<file path="src/rtl/pit_mc_pkg.sv">
`default_nettype none
// ============================================================================
//  Module   : pit_mc_pkg
//  Purpose  : Shared constants and types for the multi-channel PIT counter.
//  Revision : 1.0  initial release
// ============================================================================
package pit_mc_pkg;

    localparam int MAX_CH    = 16;
    localparam int MAX_CNT_W = 32;

    typedef enum logic [0:0] {
        PIT_PERIODIC = 1'b0,
        PIT_ONESHOT  = 1'b1
    } pit_mode_e;

    // cnt is carried at the widest supported width; owners use the low bits
    typedef struct packed {
        logic [MAX_CNT_W-1:0] cnt;
        logic                 flag;
        logic                 done;
    } pit_status_t;

endpackage : pit_mc_pkg
`default_nettype wire

</file>
<file path="src/rtl/pit_mc_chan.sv">
`default_nettype none
// ============================================================================
//  Module   : pit_mc_chan
//  Purpose  : One PIT channel: modulo counter, shadow modulo, flag, done, pulse.
//  Revision : 1.0  initial release
// ============================================================================
module pit_mc_chan
    import pit_mc_pkg::*;
#(
    parameter int COUNT_SIZE = 16
) (
    input  logic                  clk,
    input  logic                  rst,
    input  logic                  i_tick,
    input  logic                  i_en,
    input  logic                  i_oneshot,
    input  logic [COUNT_SIZE-1:0] i_mod,
    input  logic                  i_flg_clr,
    output pit_status_t           o_status,
    output logic                  o_pit,
    output logic                  o_roll
);

    localparam logic [COUNT_SIZE-1:0] C_ONE = COUNT_SIZE'(1);

    logic [COUNT_SIZE-1:0] cnt_q, cnt_d;
    logic [COUNT_SIZE-1:0] shadow_q, shadow_d;
    logic                  flag_q, flag_d;
    logic                  done_q, done_d;
    logic                  pit_q, pit_d;

    pit_mode_e w_mode;
    logic      w_active;
    logic      w_no_div;

    assign w_mode   = i_oneshot ? PIT_ONESHOT : PIT_PERIODIC;
    assign w_active = i_en & ~done_q;
    assign w_no_div = (shadow_q <= C_ONE);
    // Comparison uses the shadow copy so a new modulo never cuts a period short
    assign o_roll   = i_tick & w_active & ((cnt_q == shadow_q) | w_no_div);

    always_comb begin
        cnt_d    = cnt_q;
        shadow_d = shadow_q;
        done_d   = done_q;
        flag_d   = flag_q;
        pit_d    = o_roll & i_en;

        if (!i_en) begin
            cnt_d    = C_ONE;
            shadow_d = i_mod;
            done_d   = 1'b0;
        end else if (o_roll) begin
            cnt_d    = C_ONE;
            shadow_d = i_mod;
            done_d   = (w_mode == PIT_ONESHOT);
        end else if (i_tick && w_active) begin
            cnt_d    = cnt_q + C_ONE;
        end

        if (!i_en || i_flg_clr) begin
            flag_d = 1'b0;
        end else if (o_roll) begin
            flag_d = 1'b1;
        end
    end

    always_ff @(posedge clk) begin
        if (rst) begin
            cnt_q    <= C_ONE;
            shadow_q <= '0;
            flag_q   <= 1'b0;
            done_q   <= 1'b0;
            pit_q    <= 1'b0;
        end else begin
            cnt_q    <= cnt_d;
            shadow_q <= shadow_d;
            flag_q   <= flag_d;
            done_q   <= done_d;
            pit_q    <= pit_d;
        end
    end

    always_comb begin
        o_status.cnt  = MAX_CNT_W'(cnt_q);
        o_status.flag = flag_q;
        o_status.done = done_q;
    end

    assign o_pit = pit_q;

endmodule : pit_mc_chan
`default_nettype wire

</file>
<file path="src/rtl/pit_count_mc.sv">
`default_nettype none
// ============================================================================
//  Module   : pit_count_mc
//  Purpose  : NUM_CH cascadable modulo counters sharing one prescaler tick.
//  Revision : 1.0  initial release
// ============================================================================
module pit_count_mc
    import pit_mc_pkg::*;
#(
    parameter int COUNT_SIZE = 16,
    parameter int NUM_CH     = 4
) (
    input  logic                                 bus_clk,
    input  logic                                 sync_reset,
    input  logic                                 prescale_out,
    input  logic [NUM_CH-1:0]                    ch_en,
    input  logic [NUM_CH-1:0]                    ch_oneshot,
    input  logic [NUM_CH-1:0]                    ch_chain,
    input  logic [NUM_CH-1:0][COUNT_SIZE-1:0]    mod_value,
    input  logic [NUM_CH-1:0]                    pit_flg_clr,
    input  logic [NUM_CH-1:0]                    irq_en,
    output logic [NUM_CH-1:0][COUNT_SIZE-1:0]    cnt_n,
    output logic [NUM_CH-1:0]                    cnt_flag_o,
    output logic [NUM_CH-1:0]                    pit_o,
    output logic [NUM_CH-1:0]                    done_o,
    output logic                                 irq_o
);

    logic [NUM_CH-1:0] w_tick;
    logic [NUM_CH-1:0] w_roll;
    pit_status_t       w_status [NUM_CH];

    // Channel 0 has no predecessor, so its chain bit has no meaning
    logic w_unused_chain0;
    assign w_unused_chain0 = ch_chain[0];

    for (genvar i = 0; i < NUM_CH; i++) begin : g_ch
        if (i == 0) begin : g_first
            assign w_tick[i] = prescale_out;
        end else begin : g_cascade
            // Ripples through the whole chain within one cycle
            assign w_tick[i] = ch_chain[i] ? w_roll[i-1] : prescale_out;
        end

        pit_mc_chan #(
            .COUNT_SIZE (COUNT_SIZE)
        ) u_chan (
            .clk       (bus_clk),
            .rst       (sync_reset),
            .i_tick    (w_tick[i]),
            .i_en      (ch_en[i]),
            .i_oneshot (ch_oneshot[i]),
            .i_mod     (mod_value[i]),
            .i_flg_clr (pit_flg_clr[i]),
            .o_status  (w_status[i]),
            .o_pit     (pit_o[i]),
            .o_roll    (w_roll[i])
        );

        assign cnt_n[i]      = w_status[i].cnt[COUNT_SIZE-1:0];
        assign cnt_flag_o[i] = w_status[i].flag;
        assign done_o[i]     = w_status[i].done;

        if (COUNT_SIZE < MAX_CNT_W) begin : g_pad
            logic [MAX_CNT_W-COUNT_SIZE-1:0] w_unused_hi;
            assign w_unused_hi = w_status[i].cnt[MAX_CNT_W-1:COUNT_SIZE];
        end
    end

    assign irq_o = |(cnt_flag_o & irq_en);

endmodule : pit_count_mc
`default_nettype wire

</file>
<file path="config.mk">
export PLATFORM = sky130hd
export DESIGN_NAME = pit_count_mc
export DESIGN_NICKNAME = d
export VERILOG_FILES = /design/src/rtl/pit_mc_pkg.sv /design/src/rtl/pit_mc_chan.sv /design/src/rtl/pit_count_mc.sv
export SDC_FILE = /design/constraint.sdc
export NUM_CORES = 1
export LEC_CHECK = 0
export ABC_AREA = 1
export CAP_MARGIN = 40
export CORE_MARGIN = 5
export CORE_UTILIZATION = 51
export CTS_BUF_LIST = sky130_fd_sc_hd__clkbuf_16
export DETAILED_ROUTE_END_ITERATION = 10
export PLACE_DENSITY = 0.81
export SLEW_MARGIN = 25
export SYNTH_ARGS = -nofsm -noshare
export SYNTH_HDL_FRONTEND = slang
export SYNTH_SLANG_ARGS = --single-unit
</file>
<file path="constraint.sdc">
create_clock -name bus_clk -period 2.7 [get_ports bus_clk]
set_input_delay 0.27 -clock bus_clk [delete_from_list [all_inputs] [get_ports bus_clk]]
set_output_delay 0.27 -clock bus_clk [all_outputs]
set_load 0.03 [all_outputs]
</file>
* Yosys cells after proc, flatten, opt, wreduce, memory -nomap -nowiden
Index checks and enable logic that the tools add are counted.
Cells by class: add/sub/neg operators 4, $lt $le $gt $ge 4, equality and inequality tests 8, mux-type cells 15, bitwise logic cells 29, reductions and logical operators 25
Operators with widths (number):
- two-way mux 16 bit | 8
- adder 16 x 1 -> 16 bit (second input constant) | 4
- == test 16 bit | 4
- less-or-equal comparator 16 x 1 -> 1 bit (second input constant) | 4
- bitwise AND 1 bit | 16
- OR reduction 2 bit | 8
- OR reduction 3 bit | 4
- != test 2 x 1 -> 1 bit (second input constant) | 4
- inverter 1 bit | 8
- two-way mux 1 bit | 7
- bitwise AND 4 bit | 1
- logical AND 1 bit | 4
- logical NOT 1 bit | 4
- logical OR 1 bit | 4
- OR 1 bit | 4
- OR reduction 4 bit | 1
Storage, ports and cells: register bits after elaboration 140, bits of input ports 87, output and inout port bits 77, word-level logic and storage cells 105

* Depth between registers and ports, before layout
depth in word-level cells 15, depth in mapped cells 19, gate-level depth less buffers 19

* Hierarchy
From an unflattened synthesis, not the netlist that was laid out.
Unflattened totals: cells, all modules 1304, area, all modules 8530.7 um^2
Modules (own cells, without submodules):
- pit_mc_chan | instances 4, cells an instance 322, area each 2115.8 um^2, sequential area each 700.7 um^2
- pit_count_mc | instances 1, cells an instance 16, area each 67.6 um^2, sequential area each 0.0 um^2

* Least setup slack after synthesis
No wires, ideal clock.
path type flip-flop to flip-flop, start point reg g_ch[0].u_chan.cnt_q[2], end point reg g_ch[3].u_chan.cnt_q[0], library setup time 129 ps, arrival 2122 ps, data required time 2571 ps, path slack 449 ps, stages on the path, launching flop included 19, path buffers 1, clock period less this slack 2251 ps, cells stage by stage dfxtp_1 inv_1 nand2_1 nand2_1 nor2_1 nand2_1 nor2_1 nand2_1 nand2_2 nand2_2 nand2_4 nand3_4 nand2_4 nand3_4 nand2_4 nand2_1 buf_2 nand2_1 nand4_1
Between the ends: longest elaborated chain between the ends 13, elaborated cells between the ends (all ways) 14, classes of those cells eq/ne (1); mux (3); bitwise (8); reduce/logical (2)
Ends and longest elaborated chain:
- start: declaration | RTL line pit_mc_chan.sv:26 | logic [COUNT_SIZE-1:0] cnt_q, cnt_d;
- start signal: assignment | RTL line pit_mc_chan.sv:76 | cnt_q <= cnt_d;
- == test 16 bit (*) | RTL line pit_mc_chan.sv:40 | assign o_roll = i_tick & w_active & ((cnt_q == shadow_q) | w_no_div);
- OR 1 bit (*) | RTL line pit_mc_chan.sv:40
- bitwise AND 1 bit (*) | RTL line pit_mc_chan.sv:40
- two-way mux 1 bit (*) | RTL line pit_count_mc.sv:42 | assign w_tick[i] = ch_chain[i] ? w_roll[i-1] : prescale_out;
- bitwise AND 1 bit (*) (2 in series) | RTL line pit_mc_chan.sv:40
- two-way mux 1 bit (*) | RTL line pit_count_mc.sv:42
- bitwise AND 1 bit (*) (2 in series) | RTL line pit_mc_chan.sv:40
- two-way mux 1 bit (*) | RTL line pit_count_mc.sv:42
- bitwise AND 1 bit (2 in series) | RTL line pit_mc_chan.sv:40
- OR reduction 3 bit (no line)
- end signal: assignment | RTL line pit_mc_chan.sv:76
- end: declaration | RTL line pit_mc_chan.sv:26
Mark *: on every way between the ends. The rest lies on a longest branch, timed or not. A chain may end at the register's enable or synchronous reset.

* Worst setup path in the final report
start point reg g_ch[0].u_chan.cnt_q[2], end point reg g_ch[3].u_chan.shadow_q[0]
Between the ends: longest elaborated chain between the ends 13
Ends and longest elaborated chain:
- == test 16 bit | RTL line pit_mc_chan.sv:40
- OR 1 bit | RTL line pit_mc_chan.sv:40
- bitwise AND 1 bit | RTL line pit_mc_chan.sv:40
- two-way mux 1 bit | RTL line pit_count_mc.sv:42
- bitwise AND 1 bit (2 in series) | RTL line pit_mc_chan.sv:40
- two-way mux 1 bit | RTL line pit_count_mc.sv:42
- bitwise AND 1 bit (2 in series) | RTL line pit_mc_chan.sv:40
- two-way mux 1 bit | RTL line pit_count_mc.sv:42
- bitwise AND 1 bit (2 in series) | RTL line pit_mc_chan.sv:40
- != test 2 x 1 -> 1 bit (no line)
- end signal: assignment | RTL line pit_mc_chan.sv:77 | shadow_q <= shadow_d;
- end: declaration | RTL line pit_mc_chan.sv:27 | logic [COUNT_SIZE-1:0] shadow_q, shadow_d;
Every way passes these cells.

==> metrics <==
H-tree lvl count 4; register area share after synthesis 0.397; Final Wtd Congestion 0.941; Commonest cells post-synth nand2_1, dfxtp_1, nor2_1; # diodes 0; DIE HEIGHT 128 µm; first-pass detailed-route iteration total 5; critical path startpoint g_ch[0].u_chan.cnt_q[2]$_SDFFE_PP0P_; r2r endpoint g_ch[3].u_chan.shadow_q[0]$_SDFFE_PP0P_; DRT iter0 DRCs 407; Synth Warn # 0; Unique masters post-synth 37; PortBufs 162; crit share post-route 0.891; Overall Global Routing Usage 0.228; Avg Cell Area, Syn 7.10 µm²; Worst Path Arrival 2.71 ns; Syn-to-layout area delta 32.9%; DP HPWL 14100 µm; cell count after synthesis 996; hold buffers post-CTS 0; most frequent cell after synthesis nand2_1; critical path required time 3.01 ns; largest cells by area after synthesis dfxtp_1, nand2_1, nor2_1; Die Area 0.0163 mm²; clk sinks 140; grt ovf 0; total CTS buffers 17; number of max-cap violations 0; Max Clock Freq 0.415 GHz; GR Util met3 0.0546; Resize count post-CTS 0; Worst Hold End g_ch[3].u_chan.flag_q$_SDFFE_PP0P_; reg-to-reg setup timing slack 0.29 ns; CTS clk-pin slew, worst paths 0.06 ns; Worst VDD drop 0.000354 V; Cells on Worst Hold Path 2; CP endpoint kind flop; Final Routed Wirelength 19000 µm; Layout Nets 1244; asr flop ratio synth 0; area of the multi-input gates 0.00364 mm²; FF-to-FF Start g_ch[0].u_chan.cnt_q[2]$_SDFFE_PP0P_; Final Power 0.00485 W; layout cells sized above 1 0.0617; drt drc 0; fillers 1147; post-synth top area share 0.397; Ports 164; pin count of the biggest net entering global routing 37; initial antenna violation count 0; P_sw 0.00121 W; Routed WL per cell 14.1 µm; CORE AREA 0.0137 mm²; Top FF cell, synth dfxtp_1; status finished clean; Hold Violations, Final 0; switching share of power 0.250; Power Density 516 mW/mm²; Reg area 0.00280 mm²; combinational cell fraction of total power 0.108; met1 GRT Util 0.294; drt via density 5.20; GR Layer Usage met2 0.365; fin crit period 2.41 ns; crit start category flop; Flop pwr share 0.455; Cell Area, Synth 0.00707 mm²; Hold Path Class in2reg; Root Driver clkbuf_16; vias in the first global route 6596; Syn Nets 1087; Site Rows 43; post-route cell area 0.00939 mm²; # setup viols final 0; vias 6997; Core Util, Final 0.685; Placed Instances 1312; grt peak-use layer met2; R2R depth 17; initial core utilization 0.515; min-delay src pit_flg_clr[3]; Post-synth EDFFs 0; LEAKAGE 3.61 nW; global-route wire length before repair 30700 µm; Post-CTS Setup Inserts 0; measured slew at the worst slew-check pin 0.765 ns; Final Max Tran Viols 0; antenna viol nets, final 0; Max clock buf depth 2; Die W 128 µm; Cell Area, Placed 0.00879 mm²; Clk network pwr share 0.438; worst skew pair latency 0.42 ns; Finished Layout Cells 1346; critical path class reg2reg; relative slew slack 0.487; post-synthesis register bit count 140; CTS tree built; Clock Skew 0.00845 ns; leading area contributor after synthesis dfxtp_1; cell internal pwr 0.00364 W; Hold Slack 0.380 ns; worst-path maximum fanout 18
==> flip-flops by register name, indices dropped and copies added (netlist names) <==
signal and flops:
g_ch.u_chan.cnt_q 64, g_ch.u_chan.flag_q 4, g_ch.u_chan.o_pit 4, g_ch.u_chan.done_q 4, g_ch.u_chan.shadow_q 64
==> area by class of cell <==
type | count | area share
sequential | 140 | 0.298
tap | 180 | 0.0240
inverter | 116 | 0.0464
multi-input combinational | 699 | 0.387
clock buffer | 17 | 0.0453
clock inverter | 15 | 0.0113
timing repair buffer | 179 | 0.187
==> per-stage QoR <==
| stage | setup WS [ns] | setup TNS, ns |
|---|---|---|
| 2_1_floorplan | 0.449 | 0 |
| 3_3_place_gp | 0.0407 | 0 |
| 3_5_place_dp | 0.0306 | 0 |
| 4_1_cts | 0.0498 | 0 |
| 5_1_grt | -0.00264 | -0.00264 |
| 6_report | 0.293 | 0 |
==> worst max-delay path by stage <==
stage / end / slack (ns)
6_report: g_ch[3].u_chan.shadow_q[0]$_SDFFE_PP0P_ / 0.29
4_1_cts: g_ch[3].u_chan.cnt_q[4]$_SDFFE_PP0P_ / 0.05
3_3_place_gp: g_ch[3].u_chan.cnt_q[0]$_SDFFE_PP1P_ / 0.04
2_1_floorplan: g_ch[3].u_chan.cnt_q[0]$_SDFFE_PP1P_ / 0.45
5_1_grt: g_ch[3].u_chan.shadow_q[0]$_SDFFE_PP0P_ / -0.003
3_5_place_dp: g_ch[3].u_chan.cnt_q[8]$_SDFFE_PP0P_ / 0.03
==> worst max-delay path, stage by stage (launching register included) <==
cell and delay (ns):
dfxtp_1 0.38, inv_1 0.11, nand2_1 0.07, nand2_1 0.05, nor2_1 0.12, nand2_1 0.07, nor2_1 0.09, nand2_1 0.07
nand2_2 0.09, nand2_2 0.10, nand2_4 0.09, nand3_4 0.09, nand2_4 0.14, nand3_4 0.12, nand2_4 0.13, nand3_4 0.22
a21oi_1 0.28, nor2_1 0.07
==> cell usage in the layout, fill, tap and decap left out, types with 2 or more instances in the layout <==
master / synthesis / layout
nand2_1: 178 / 175
clkdlybuf4s50_1: 0 / 162
dfxtp_1: 140 / 140
nor2_1: 124 / 124
inv_1: 111 / 110
a21oi_1: 87 / 87
nand3_1: 64 / 64
o21ai_0: 61 / 61
xor2_1: 46 / 46
nor3_1: 33 / 33
nand4_1: 22 / 22
xnor2_1: 20 / 20
nor4_1: 17 / 17
clkbuf_16: 0 / 17
buf_4: 14 / 15
nor3b_1: 7 / 7
inv_2: 5 / 6
clkinv_1: 0 / 6
nand2_4: 3 / 5
nand2_2: 4 / 4
nand3_4: 3 / 4
ha_1: 4 / 4
clkinvlp_4: 0 / 4
or2_0: 3 / 3
or2_2: 3 / 3
a221oi_1: 3 / 3
clkinv_2: 0 / 3
nor2_2: 2 / 2
o21a_1: 2 / 2
nor3_2: 2 / 2
o22ai_1: 2 / 2
a211oi_1: 2 / 2
==> power by group through the flow <==
stage	Clock (W)	Combinational, W	Sequential [W]
3_3_place_gp	0	0.000496	0.00224
4_1_cts	0.00216	0.000509	0.00220
3_5_place_dp	0	0.000503	0.00225
6_report	0.00212	0.000522	0.00220
5_1_grt	0.00224	0.000584	0.00221
2_1_floorplan	0	0.000289	0.00224
==> layer usage <==
layer	wire length, µm	up-vias	part of all wire
met5	0	-	0
met4	439	0	0.023
li1	-	3560	-
met3	1170	37	0.062
met2	8840	232	0.47
met1	8520	3168	0.45
==> cells by family after synthesis <==
kind of cell | Yosys count | share of synthesized area
AND/OR/NAND/NOR | 467 | 0.300
adder cells (fa/ha/maj) | 4 | 0.00708
XOR/XNOR | 66 | 0.0818
AO/OA/AOI/OAI | 161 | 0.119
flip-flops | 140 | 0.397
buffers and inverters | 158 | 0.0958
(Power assumes the default switching activity.)
